[src/rtl/uart_rx_ctrl.sv]
`default_nettype none
// ============================================================================
// Module   : uart_rx_ctrl
// Purpose  : Receive-side control for a UART. Handshakes with the bit-level
//            receiver, checks each completed frame for framing and parity
//            errors, buffers good data in a small FIFO, and raises an
//            interrupt while data is waiting or an error flag is set.
// Ports    : clk, rst (async, active-low)
//            rx_en             - receive enable from the control register
//            store             - frame-complete level from the receiver
//            rx_data[10:0]     - raw frame {stop, parity, data[7:0], start}
//            clr_rx_start_bit  - receiver request to drop rx_start
//            pop               - read strobe for the FIFO head
//            err_clr           - pulse that clears all sticky error flags
//            rx_start          - start-receive command to the receiver
//            rd_data[7:0]      - FIFO head (0 when empty)
//            fifo_empty/full, fifo_count[4:0]
//            parity_err, frame_err, overrun_err - sticky error flags
//            irq               - registered interrupt request
// Revision : 1.0 - initial release
// ============================================================================
module uart_rx_ctrl #(
  parameter int DEPTH      = 4,
  parameter int ODD_PARITY = 0
) (
  input  logic        clk,
  input  logic        rst,
  input  logic        rx_en,
  input  logic        store,
  input  logic [10:0] rx_data,
  input  logic        clr_rx_start_bit,
  input  logic        pop,
  input  logic        err_clr,
  output logic        rx_start,
  output logic [7:0]  rd_data,
  output logic        fifo_empty,
  output logic        fifo_full,
  output logic [4:0]  fifo_count,
  output logic        parity_err,
  output logic        frame_err,
  output logic        overrun_err,
  output logic        irq
);

  localparam int         c_aw    = (DEPTH > 1) ? $clog2(DEPTH) : 1;
  localparam logic [4:0] c_depth = 5'(DEPTH);
  localparam logic       c_odd   = 1'(ODD_PARITY);

  localparam logic [2:0] c_idle    = 3'd0;
  localparam logic [2:0] c_arm     = 3'd1;
  localparam logic [2:0] c_wait    = 3'd2;
  localparam logic [2:0] c_check   = 3'd3;
  localparam logic [2:0] c_release = 3'd4;

  logic [2:0]      state_q, state_d;
  logic            rx_start_q, rx_start_d;
  logic [10:0]     frame_q, frame_d;
  logic [7:0]      mem_q [DEPTH];
  logic [7:0]      mem_d [DEPTH];
  logic [c_aw-1:0] wr_ptr_q, wr_ptr_d;
  logic [c_aw-1:0] rd_ptr_q, rd_ptr_d;
  logic [4:0]      count_q, count_d;
  logic            parity_err_q, parity_err_d;
  logic            frame_err_q, frame_err_d;
  logic            overrun_err_q, overrun_err_d;
  logic            irq_q, irq_d;

  logic w_in_check, w_frame_bad, w_par_bad, w_push_req;
  logic w_empty, w_full, w_pop_ok, w_push_ok, w_overrun;

  // Control FSM. The frame is captured on the WAIT->CHECK edge so the
  // evaluation in CHECK is independent of what the receiver does next.
  always_comb begin
    state_d = state_q;
    frame_d = frame_q;
    case (state_q)
      c_idle:    if (rx_en) state_d = c_arm;
      c_arm:     state_d = c_wait;
      c_wait: begin
        if (store) begin
          state_d = c_check;
          frame_d = rx_data;
        end
      end
      c_check:   state_d = c_release;
      c_release: if (clr_rx_start_bit) state_d = c_idle;
      default:   state_d = c_idle;
    endcase
    // Registered from the next state so rx_start tracks "not IDLE" exactly.
    rx_start_d = (state_d != c_idle);
  end

  // Frame evaluation; only meaningful during the single CHECK cycle.
  assign w_in_check  = (state_q == c_check);
  assign w_frame_bad = frame_q[0] | ~frame_q[10];
  assign w_par_bad   = ((^frame_q[9:1]) != c_odd);
  assign w_push_req  = w_in_check & ~w_frame_bad;

  assign w_empty   = (count_q == 5'd0);
  assign w_full    = (count_q == c_depth);
  assign w_pop_ok  = pop & ~w_empty;
  // A pop in the same cycle frees the slot, so a full FIFO can still accept.
  assign w_push_ok = w_push_req & (~w_full | w_pop_ok);
  assign w_overrun = w_push_req & w_full & ~w_pop_ok;

  always_comb begin
    mem_d = mem_q;
    if (w_push_ok) mem_d[wr_ptr_q] = frame_q[8:1];
    wr_ptr_d = wr_ptr_q + c_aw'(w_push_ok);
    rd_ptr_d = rd_ptr_q + c_aw'(w_pop_ok);
    count_d  = count_q + 5'(w_push_ok) - 5'(w_pop_ok);

    // Clear first, then set: a coincident new error wins over err_clr.
    parity_err_d  = (parity_err_q  & ~err_clr) | (w_push_req & w_par_bad);
    frame_err_d   = (frame_err_q   & ~err_clr) | (w_in_check & w_frame_bad);
    overrun_err_d = (overrun_err_q & ~err_clr) | w_overrun;

    irq_d = (~w_empty | parity_err_q | frame_err_q | overrun_err_q) & rx_en;
  end

  always_ff @(posedge clk or negedge rst) begin
    if (!rst) begin
      state_q       <= c_idle;
      rx_start_q    <= 1'b0;
      frame_q       <= '0;
      mem_q         <= '{default: '0};
      wr_ptr_q      <= '0;
      rd_ptr_q      <= '0;
      count_q       <= '0;
      parity_err_q  <= 1'b0;
      frame_err_q   <= 1'b0;
      overrun_err_q <= 1'b0;
      irq_q         <= 1'b0;
    end else begin
      state_q       <= state_d;
      rx_start_q    <= rx_start_d;
      frame_q       <= frame_d;
      mem_q         <= mem_d;
      wr_ptr_q      <= wr_ptr_d;
      rd_ptr_q      <= rd_ptr_d;
      count_q       <= count_d;
      parity_err_q  <= parity_err_d;
      frame_err_q   <= frame_err_d;
      overrun_err_q <= overrun_err_d;
      irq_q         <= irq_d;
    end
  end

  assign rx_start    = rx_start_q;
  assign rd_data     = w_empty ? 8'h00 : mem_q[rd_ptr_q];
  assign fifo_empty  = w_empty;
  assign fifo_full   = w_full;
  assign fifo_count  = count_q;
  assign parity_err  = parity_err_q;
  assign frame_err   = frame_err_q;
  assign overrun_err = overrun_err_q;
  assign irq         = irq_q;

endmodule
`default_nettype wire

[config.mk]
export PLATFORM = sky130hd
export DESIGN_NAME = uart_rx_ctrl
export DESIGN_NICKNAME = d
export VERILOG_FILES = /design/src/rtl/uart_rx_ctrl.sv
export SDC_FILE = /design/constraint.sdc
export NUM_CORES = 1
export LEC_CHECK = 0
export ABC_AREA = 1
export BUFFER_PORTS_ARGS = -buffer_cell sky130_fd_sc_hd__buf_2
export CAP_MARGIN = 20
export CORE_UTILIZATION = 58
export DETAILED_ROUTE_END_ITERATION = 8
export GPL_TIMING_DRIVEN = 0
export PLACE_DENSITY = 0.78
export SYNTH_ARGS = -nofsm -noshare
export SYNTH_HDL_FRONTEND = slang
export SYNTH_SLANG_ARGS = --single-unit
[constraint.sdc]
create_clock -name clk -period 3.2 [get_ports clk]
set_input_delay 0.32 -clock clk [delete_from_list [all_inputs] [get_ports clk]]
set_output_delay 0.32 -clock clk [all_outputs]
set_load 0.02 [all_outputs]
==> results by group, run 1 <==
Outcome
  • Outcome: completed

Yosys
  • Adder-cell share of the synthesized area: 0.0397
  • Post-synthesis net count: 398
  • Synth Area in XOR/XNOR: 0.0231
  • Library cells used by synthesis: 29
  • Top cell type by total area after synthesis: dfrtp_1
  • Mux contribution to synthesized area: 0
  • Synth Area in Compound Gates: 0.0896
  • Top cell type's share of synthesized area: 0.496
  • Dominant cells by area after synthesis: dfrtp_1 (50%), nand2_1 (15%), nand3_1 (5.5%)
  • Count leader, synth: nand2_1
  • Synth Register Bits: 60
  • Register area share after synthesis: 0.496
  • Post-synth EDFFs: 0
  • Post-Syn Instances: 371
  • Share of flip-flops with an asynchronous set or reset: 1.00
  • Synth top cells by count: nand2_1 (119), dfrtp_1 (60), inv_1 (38), nand3_1 (33), nor2_1 (29)
  • Synth Flop Type: dfrtp_1
  • Syn Std Cell Area: 3030 µm²
  • YS warnings: 0
  • Post-Synth Simple-Gate Area: 0.272
  • Syn_area_per_cell: 8.16 µm²
  • Main combinational cell family by area after synthesis: simple AND/OR/NAND/NOR gates

Detailed routing
  • Pre-Repair DR Iteration Count: 4
  • Routed via count: 2550
  • Drt drc: 0
  • Post-Route WL: 6.32 mm
  • WL/cell: 12.8 µm
  • Via density per instance: 5.18
  • 1st-iter DRT viols: approximately 200
  • Detail Route Antenna Nets: 0

Placed design
  • GPL Wtd Cong: 0.843
  • Hpwl dp: 4.47 mm
  • DP Area: 3320 µm²
  • Port Buffers: 37
  • Dpl cells: ~480

Clock tree
  • CTS Buf Count: 9
  • Post-CTS Setup Bufs: 0
  • H-tree levels: 3
  • CTS tree: built
  • Worst-Skew Late Latency: 0.34 ns
  • Root Buffer: clkbuf_8
  • Resize count post-CTS: 0
  • Cts-stage hold buffer count: 0
  • CTS Buffer Depth: 2
  • Clk slew on worst S/H paths: 0.06 ns
  • Sink Count: 60

Layout
  • Cell area after layout: 3500 µm²
  • Final nets: about 450
  • Multi-input logic area: about 1300 µm²
  • Register area: 1500 µm²
  • Share of layout cells above drive strength 1: 0.165
  • Non-filler cells, final: 492
  • Area Growth Syn to Fin: 15.5%
  • Antenna diode count: 0
  • Fill cells: 391

STA
  • RSZ-0062 raised after global routing: false
  • Setup-failing EPs final: 0
  • Hold slack final: 0.0269 ns
  • Final Skew: 0.00639 ns
  • Worst-Margin Slew: 0.694 ns
  • Final Hold Fails: 0
  • Tmin final: around 2.6 ns
  • Setup TNS: 0 ns
  • Headroom to the max-slew limit: 0.537
  • Fin. max-slew vios: 0
  • FMAX: 382 MHz
  • Period Utilization, post-route: 0.818

Setup path
  • Crit-path max FO: 3
  • CP bufs+invs: 3
  • CP peak stage delay: 0.40 ns
  • Arr. time, crit path: 2.83 ns
  • Flop-to-flop setup slack: 0.58 ns
  • Stages on the worst setup path: 14
  • Worst setup SP type: flop
  • CP Cell Sequence: inv_1 -> ha_1 -> nand3_1 -> nand2_1 -> nand2_1 -> nand2_4 -> ha_1 -> inv_1 -> ha_1 -> inv_1 -> fa_1 -> o21ai_0 -> a21oi_1 -> xor2_1
  • CP max stage cell: fa_1
  • Worst Setup Path Type: flop to flop
  • Family with the most delay on the worst path: adder cells
  • Worst Setup End Kind: flop
  • Reg2reg path depth: 14
  • Data required time of the worst path: about 3.4 ns

Global routing
  • Initial antenna violation count: 0
  • GRT overflow: 0
  • Vias in the first global route: 2433
  • GR Util All Layers: 0.264
  • First-pass GRT wire length: 10.8 mm
  • Largest net degree at the start of global routing: 32

Power and ir drop
  • Switch Pwr: 1.64 mW
  • Switching part of the total power: 0.447
  • Lkg Pwr: between 1.5 and 2 nW
  • Share of power burned in registers: 0.359
  • P per Cell Area: roughly 1000 nW/µm²
  • Maximum vdd drop: 0.525 mV
  • Clk network pwr share: 0.171
  • Int Power: a little over 2 mW
  • Total power: 3.66 mW
  • Gate power share: 0.470

Min path
  • Worst Hold Class: input pin to asynchronous set/reset pin

Run
  • # Max-Cap Violations: 0

Floorplan
  • Die height: between 70 and 80 µm
  • DIE AREA: ~5500 µm²
  • I/O pins: 38
  • Initial core utilization: 0.621
  • Core area: 4880 µm²
  • Row count: 25
  • Die Wd: 74.3 µm
-- layout make-up --
cell class              count  area share
well taps                  67      0.0240
clock buffers              15      0.0504
flip-flops and latches     60       0.429
plain buffers              14      0.0247
repair buffers             38      0.0586
multi-input cells         257       0.368
clock inverters             1     0.00143
inverters                  40      0.0443
-- kinds of logic (layout without fill, tap and decap cells) --
group	count (synthesis)	after routing
fa+ha+maj	9	9
xor+xnor	8	8
simple gates	192	192
buf+inv	54	108
flops	60	60
compound gates	48	48
-- worst reg2reg max path, stage by stage, from the launching register on --
cell and delay [ns]:
dfrtp_1 0.38, inv_1 0.08, ha_1 0.20, nand3_1 0.10, nand2_1 0.10, nand2_1 0.11
nand2_4 0.10, ha_1 0.30, inv_1 0.06, ha_1 0.16, inv_1 0.06, fa_1 0.40
o21ai_0 0.20, a21oi_1 0.11, xor2_1 0.15
-- sequential cells by signal, summed over array words and instances (netlist names) --
signal	cells
rx_start	1
irq	1
fifo_count	5
frame_err	1
parity_err	1
wr_ptr_q	2
overrun_err	1
state_q	3
rd_ptr_q	2
mem_q	32
frame_q	11
-- layout by cell type (no fill, tap or decap), types with 8 or more instances in the layout --
master	n
a21oi_1	11
nand3_1	33
o21ai_0	25
clkbuf_1	11
nor2_1	29
inv_1	38
clkbuf_8	12
o211ai_1	8
dfrtp_1	60
nand2_1	119
buf_2	40
ha_1	8
-- stage by stage --
step,utilization,worst slack (ns)
2_1_floorplan,-,0.431
3_3_place_gp,0.676,0.666
3_5_place_dp,0.680,0.605
4_1_cts,0.717,0.562
5_1_grt,0.717,0.346
6_report,0.717,0.582
-- power by group through the flow --
stage / clock network, mW / registers, mW / logic [mW]
after floorplan: 0 / 1.32 / 1.22
after global placement: 0 / 1.31 / 1.65
after detailed placement: 0 / 1.32 / 1.71
after CTS: 0.635 / 1.31 / 1.73
after global routing: 0.668 / 1.35 / 1.94
final: 0.625 / 1.32 / 1.72
-- final timing paths --
path,from,to
worst min register to register,mem_q[22]$_DFFE_PN0P_,mem_q[22]$_DFFE_PN0P_
worst max register to register,fifo_count[2]$_DFF_PN0_,fifo_count[4]$_DFF_PN0_
worst min-delay path,rst,fifo_count[2]$_DFF_PN0_
min in group clk,rx_data[6],frame_q[6]$_DFFE_PN0P_
worst max-delay path,fifo_count[2]$_DFF_PN0_,fifo_count[4]$_DFF_PN0_
max in group asynchronous,rst,mem_q[30]$_DFFE_PN0P_
-- per-layer routing --
layer	wire, µm	up-vias	share of wire	track usage
met1	2830	1170	0.45	0.342
met5	0	-	0	0
met3	444	7	0.070	0.0488
met2	2970	93	0.47	0.433
li1	-	1280	-	-
met4	76	0	0.012	0.122
Note: power is estimated with default switching activity, not from simulation.
==> run 2: changes to the inputs <==
- clock period: 3.2 -> 2.65 ns (I/O delays scaled with it)
==> results by group, run 2 (synthesized netlist as in run 1, its figures left out) <==
Placed design
  • GPL Wtd Cong: 0.860 (was 0.843)
  • Hpwl dp: 4.60 mm (was 4.47 mm)
  • Port Buffers: 37 (unchanged)

Setup path
  • CP Cell Sequence: buf_4 -> ha_1 -> nand2_1 -> nor2_2 -> nand2_1 -> nand2_4 -> ha_1 -> inv_1 -> ha_2 -> inv_1 -> fa_2 -> o21ai_1 -> a21oi_1 -> xor2_1 (was inv_1 -> ha_1 -> nand3_1 -> nand2_1 -> nand2_1 -> nand2_4 -> ha_1 -> inv_1 -> ha_1 -> inv_1 -> fa_1 -> o21ai_0 -> a21oi_1 -> xor2_1)
  • Stages on the worst setup path: 14 (unchanged)
  • Data required time of the worst path: 2.87 ns (was 3.41 ns)
  • Worst Setup Path Type: flop to flop (unchanged)
  • Family with the most delay on the worst path: adder cells (unchanged)
  • CP bufs+invs: 3 (unchanged)
  • Worst setup SP type: flop (unchanged)
  • CP max stage cell: dfrtp_1 (was fa_1)
  • Arr. time, crit path: 2.75 ns (was 2.83 ns)
  • Reg2reg path depth: 14 (unchanged)
  • CP peak stage delay: 0.38 ns (was 0.40 ns)
  • Worst Setup End Kind: flop (unchanged)
  • Crit-path max FO: 3 (unchanged)

Detailed routing
  • 1st-iter DRT viols: 277 (was 199)
  • Post-Route WL: 6.40 mm (was 6.32 mm)
  • Detail Route Antenna Nets: 0 (unchanged)
  • Pre-Repair DR Iteration Count: 4 (unchanged)
  • WL/cell: 13.0 µm (was 12.8 µm)
  • Via density per instance: 5.23 (was 5.18)
  • Routed via count: 2579 (was 2550)
  • Drt drc: 0 (unchanged)

Floorplan
  • DIE AREA: 5520 µm² (unchanged)
  • Die Wd: 74.3 µm (unchanged)
  • Initial core utilization: 0.621 (unchanged)
  • Die height: 74.3 µm (unchanged)
  • I/O pins: 38 (unchanged)
  • Core area: 4880 µm² (unchanged)
  • Row count: 25 (unchanged)

Layout
  • Final nets: 450 (was 447)
  • Most common cell after layout, fill and taps aside: nand2_1 (unchanged)
  • Antenna diode count: 0 (unchanged)
  • Finished Core Util: 0.723 (was 0.717)
  • Largest Register: mem_q (unchanged)
  • Commonest non-fill, non-tap cells in the layout: nand2_1 (118), dfrtp_1 (59), buf_2 (40) (was nand2_1 (119), dfrtp_1 (60), buf_2 (40))
  • Max FFs per register: 32 (unchanged)
  • Share of layout cells above drive strength 1: 0.183 (was 0.165)
  • Fill cells: 396 (was 391)
  • Area Growth Syn to Fin: 16.5% (was 15.5%)

STA
  • RSZ-0062 raised after global routing: false (unchanged)
  • Final Skew: 0.00510 ns (was 0.00639 ns)
  • Period Utilization, post-route: 0.956 (was 0.818)
  • Worst-Margin Slew: 0.702 ns (was 0.694 ns)
  • FMAX: 395 MHz (was 382 MHz)
  • Setup-failing EPs final: 0 (unchanged)
  • Final Hold Fails: 0 (unchanged)
  • Setup TNS: 0 ns (unchanged)
  • Fin. max-slew vios: 0 (unchanged)
  • Headroom to the max-slew limit: 0.530 (was 0.537)
  • Tmin final: 2.53 ns (was 2.62 ns)

Clock tree
  • Clk slew on worst S/H paths: 0.06 ns (about the same)
  • Root Buffer: clkbuf_8 (unchanged)
  • Sink Count: 60 (unchanged)
  • Worst-Skew Late Latency: 0.34 ns (about the same)
  • CTS tree: built (unchanged)
  • CTS Buffer Depth: 2 (unchanged)
  • CTS Buf Count: 9 (unchanged)
  • H-tree levels: 3 (unchanged)

Global routing
  • Initial antenna violation count: 0 (unchanged)
  • Largest net degree at the start of global routing: 35 (was 32)
  • GR Util All Layers: 0.263 (was 0.264)
  • First-pass GRT wire length: 10.7 mm (was 10.8 mm)
  • Vias in the first global route: 2336 (was 2433)
  • GRT overflow: 0 (unchanged)

Run
  • # Max-Cap Violations: 0 (unchanged)

Power and ir drop
  • Maximum vdd drop: 0.683 mV (was 0.525 mV)
  • Total power: 4.45 mW (was 3.66 mW)
  • P per Cell Area: 1260 nW/µm² (was 1050 nW/µm²)
  • Lkg Pwr: 1.90 nW (was 1.89 nW)

Min path
  • Worst Hold Class: input pin to flop (was input pin to asynchronous set/reset pin)
  • WHS Path Cells: 3

Outcome
  • Outcome: completed (unchanged)
==> run 2: per-layer routing <==
metal  part of all wire  track usage  vias up
li1                   -            -     1278
met1               0.48        0.354     1198
met2               0.45        0.404       86
met3              0.043       0.0556       17
met4              0.027        0.140        0
met5                  0            0        -
==> run 2: metrics by stage <==
step	setup WS (ns)	hold WS [ns]	std cells	instance area (µm²)
after floorplan	0.0143	-0.0306	371	3030
after global placement	0.130	0.448	475	3300
after detailed placement	0.0176	0.312	476	3320
after CTS	0.0301	0.114	491	3510
after global routing	0.00515	0.121	493	3530
final	0.118	0.124	493	3530
==> run 2: what timing repair did <==
| item | 4_1_cts | 5_1_grt |
|---|---|---|
| resized for setup | 1 | 4 |
| endpoints found under the hold margin | 26 | 0 |
| hold buffers | 1 | 0 |
| setup endpoints to repair | 1 | 1 |
| pin swaps | 0 | 1 |
| buffers inserted | 0 | 2 |
==> run 2: final cells by class <==
| cell class | instances | area, µm² | area share |
|---|---|---|---|
| inverters | 40 | 155 | 0.0440 |
| multi-input cells | 257 | 1300 | 0.367 |
| well taps | 67 | 83.8 | 0.0238 |
| clock buffers | 12 | 165 | 0.0468 |
| repair buffers | 41 | 230 | 0.0652 |
| clock inverters | 2 | 10.0 | 0.00284 |
| plain buffers | 14 | 86.3 | 0.0245 |
| flip-flops and latches | 60 | 1500 | 0.426 |
==> run 2: path summary, 6_finish.rpt <==
path / from / to / slack, ns
max in group asynchronous: rst / state_q[1]$_DFF_PN0_ / 1.58
setup / recovery: fifo_count[2]$_DFF_PN0_ / fifo_count[4]$_DFF_PN0_ / 0.12
hold reg to reg: mem_q[18]$_DFFE_PN0P_ / mem_q[18]$_DFFE_PN0P_ / 0.47
hold / removal: rx_data[3] / frame_q[3]$_DFFE_PN0P_ / 0.12
setup reg to reg: fifo_count[2]$_DFF_PN0_ / fifo_count[4]$_DFF_PN0_ / 0.12
min in group asynchronous: rst / fifo_count[2]$_DFF_PN0_ / 0.47
==> run 2: tightest hold or removal path, delay by kind of cell <==
family                 cells  cell delay, ns
buffers and inverters      1            0.07
and+or+nand+nor            2            0.09
==> run 2: report_power, final <==
| group | internal, mW | total, mW | switching (mW) |
|---|---|---|---|
| logic | 0.755 | 2.13 | 1.37 |
| clock network | 0.402 | 0.742 | 0.340 |
| registers | 1.31 | 1.58 | 0.276 |
| total | 2.47 | 4.45 | 1.99 |
==> run 3: changes to the inputs <==
- BUFFER_PORTS_ARGS: -buffer_cell sky130_fd_sc_hd__buf_2 -> not set
- CORE_UTILIZATION: 58 -> 63
- DONT_BUFFER_PORTS: not set -> 1
- PLACE_DENSITY: 0.78 -> not set
- PLACE_DENSITY_LB_ADDON: not set -> 0.15
==> results by group, run 3 (synthesized netlist as in run 1, its figures left out) <==
Outcome
  • Outcome: completed (unchanged)

Setup path
  • CP Cell Sequence: inv_1 -> ha_1 -> nand3_1 -> nand2_1 -> nand2_2 -> nand2_4 -> ha_1 -> inv_1 -> ha_1 -> inv_1 -> fa_2 -> o21ai_2 -> a21oi_1 -> xor2_1 (was buf_4 -> ha_1 -> nand2_1 -> nor2_2 -> nand2_1 -> nand2_4 -> ha_1 -> inv_1 -> ha_2 -> inv_1 -> fa_2 -> o21ai_1 -> a21oi_1 -> xor2_1)
  • Launch point of the critical path: fifo_count[2]$_DFF_PN0_ (unchanged)
  • Arr. time, crit path: 2.71 ns (was 2.75 ns)
  • CP bufs+invs: 3 (unchanged)
  • Family with the most delay on the worst path: adder cells (unchanged)
  • Worst Setup End Kind: flop (unchanged)
  • CP peak stage delay: 0.44 ns (was 0.38 ns)
  • Data required time of the worst path: 2.86 ns (was 2.87 ns)
  • Crit-path max FO: 3 (unchanged)
  • Crit Reg-Reg Startpoint: fifo_count[2]$_DFF_PN0_ (unchanged)
  • Worst Setup Path Type: flop to flop (unchanged)
  • Worst setup SP type: flop (unchanged)
  • CP max stage cell: dfrtp_2 (was dfrtp_1)

Layout
  • Antenna diode count: 0 (unchanged)
  • Area Growth Syn to Fin: 12.6% (was 16.5%)
  • Share of layout cells above drive strength 1: 0.113 (was 0.183)
  • Fill cells: 319 (was 396)
  • Max FFs per register: 32 (unchanged)
  • Final nets: 412 (was 450)
  • Register area: 1510 µm² (was 1500 µm²)
  • Largest Register: mem_q (unchanged)
  • Multi-input logic area: 1300 µm² (about the same)
  • Most common cell after layout, fill and taps aside: nand2_1 (unchanged)
  • Commonest non-fill, non-tap cells in the layout: nand2_1 (118), dfrtp_1 (57), inv_1 (37) (was nand2_1 (118), dfrtp_1 (59), buf_2 (40))
  • Finished Core Util: 0.762 (was 0.723)

Placed design
  • GPL Wtd Cong: 0.802 (was 0.860)
  • Hpwl dp: 4.12 mm (was 4.60 mm)
  • Port Buffers: 0 (was 37)

Power and ir drop
  • Maximum vdd drop: 0.820 mV (was 0.683 mV)
  • P per Cell Area: 1340 nW/µm² (was 1260 nW/µm²)
  • Lkg Pwr: 1.78 nW (was 1.90 nW)
  • Total power: 4.56 mW (was 4.45 mW)

Floorplan
  • Die Wd: 71.3 µm (was 74.3 µm)
  • Initial core utilization: 0.677 (was 0.621)
  • Row count: 24 (was 25)
  • DIE AREA: 5090 µm² (was 5520 µm²)
  • I/O pins: 38 (unchanged)
  • Core area: 4470 µm² (was 4880 µm²)
  • Die height: 71.3 µm (was 74.3 µm)

Detailed routing
  • Routed via count: 2359 (was 2579)
  • Detail Route Antenna Nets: 0 (unchanged)
  • WL/cell: 13.4 µm (was 13.0 µm)
  • Post-Route WL: 5.94 mm (was 6.40 mm)
  • Drt drc: 0 (unchanged)
  • Via density per instance: 5.34 (was 5.23)
  • 1st-iter DRT viols: 172 (was 277)
  • Pre-Repair DR Iteration Count: 4 (unchanged)

STA
  • Setup TNS: 0 ns (unchanged)
  • Headroom to the max-slew limit: 0.610 (was 0.530)
  • Tmin final: 2.50 ns (was 2.53 ns)
  • FMAX: 400 MHz (was 395 MHz)
  • Final Skew: 0.00484 ns (was 0.00510 ns)
  • Fin. max-slew vios: 0 (unchanged)
  • Worst-Margin Slew: 0.583 ns (was 0.702 ns)
  • Setup-failing EPs final: 0 (unchanged)
  • Final Hold Fails: 0 (unchanged)
  • Period Utilization, post-route: 0.943 (was 0.956)

Global routing
  • Initial antenna violation count: 0 (unchanged)
  • First-pass GRT wire length: 10.4 mm (was 10.7 mm)
  • Vias in the first global route: 2311 (was 2336)
  • Largest net degree at the start of global routing: 61 (was 35)
  • GRT overflow: 0 (unchanged)
  • GR Util All Layers: 0.270 (was 0.263)

Min path
  • Worst Hold Class: input pin to flop (unchanged)
  • Hold Crit Start: err_clr (was rx_data[3])

Clock tree
  • Sink Count: 60 (unchanged)
  • CTS Buffer Depth: 2 (unchanged)
  • Clk slew on worst S/H paths: 0.06 ns (about the same)
  • Worst-Skew Late Latency: 0.33 ns (was 0.34 ns)
  • CTS Buf Count: 9 (unchanged)
  • H-tree levels: 3 (unchanged)
  • Root Buffer: clkbuf_8 (unchanged)
  • CTS tree: built (unchanged)

Run
  • # Max-Cap Violations: 0 (unchanged)
[run 3: what timing repair did]
item                                    in CTS  in global routing
endpoints found under the hold margin       60                  0
hold buffers                                 2                  0
endpoints found under the setup margin       1                  1
resized for setup                            4                  5
pin swaps                                    2                  1
setup buffers                                1                  0
[run 3: final cells by class]
| cell class | count | share of cell area |
|---|---|---|
| Sequential cell | 60 | 0.441 |
| Multi-Input combinational cell | 257 | 0.382 |
| Clock buffer | 12 | 0.0455 |
| Inverter | 40 | 0.0455 |
| Clock inverter | 4 | 0.0279 |
| Buffer | 14 | 0.0253 |
| Tap cell | 52 | 0.0191 |
| Timing Repair Buffer | 3 | 0.0132 |
[run 3: path summary, 6_finish.rpt]
check	endpoint	slack, ns	cells past startpoint
hold reg to reg	mem_q[20]$_DFFE_PN0P_	0.47	2
setup / recovery	fifo_count[4]$_DFF_PN0_	0.15	14
min in group asynchronous	fifo_count[2]$_DFF_PN0_	0.45	2
hold / removal	overrun_err$_DFF_PN0_	0.04	1
setup reg to reg	fifo_count[4]$_DFF_PN0_	0.15	14
max in group asynchronous	fifo_count[3]$_DFF_PN0_	1.94	2
[run 3: layer usage]
metal  GRT usage  vias up  routed length [µm]  part of all wire
met1       0.370     1092                2790              0.47
met3      0.0394       12                 202             0.034
met5           0        -                   0                 0
met2       0.426       51                2840              0.48
li1            -     1204                   -                 -
met4       0.133        0                 116             0.020
[run 3: where the power goes]
| group | internal [mW] | total, mW | switching [mW] | leakage [nW] |
|---|---|---|---|---|
| logic | 0.616 | 1.85 | 1.24 | 0.912 |
| clock network | 0.675 | 1.02 | 0.344 | 0.127 |
| registers | 1.31 | 1.69 | 0.379 | 0.739 |
[run 3: stage by stage]
step	setup WS, ns	cells	area [µm²]	hold slack [ns]
floorplan	0.0143	371	3030	-0.0306
global placement	-0.138	423	3100	-0.0296
detailed placement	-0.238	423	3100	-0.0295
CTS	0.00457	442	3400	0.0374
global route	-0.00274	442	3410	0.0378
finish	0.152	442	3410	0.0413
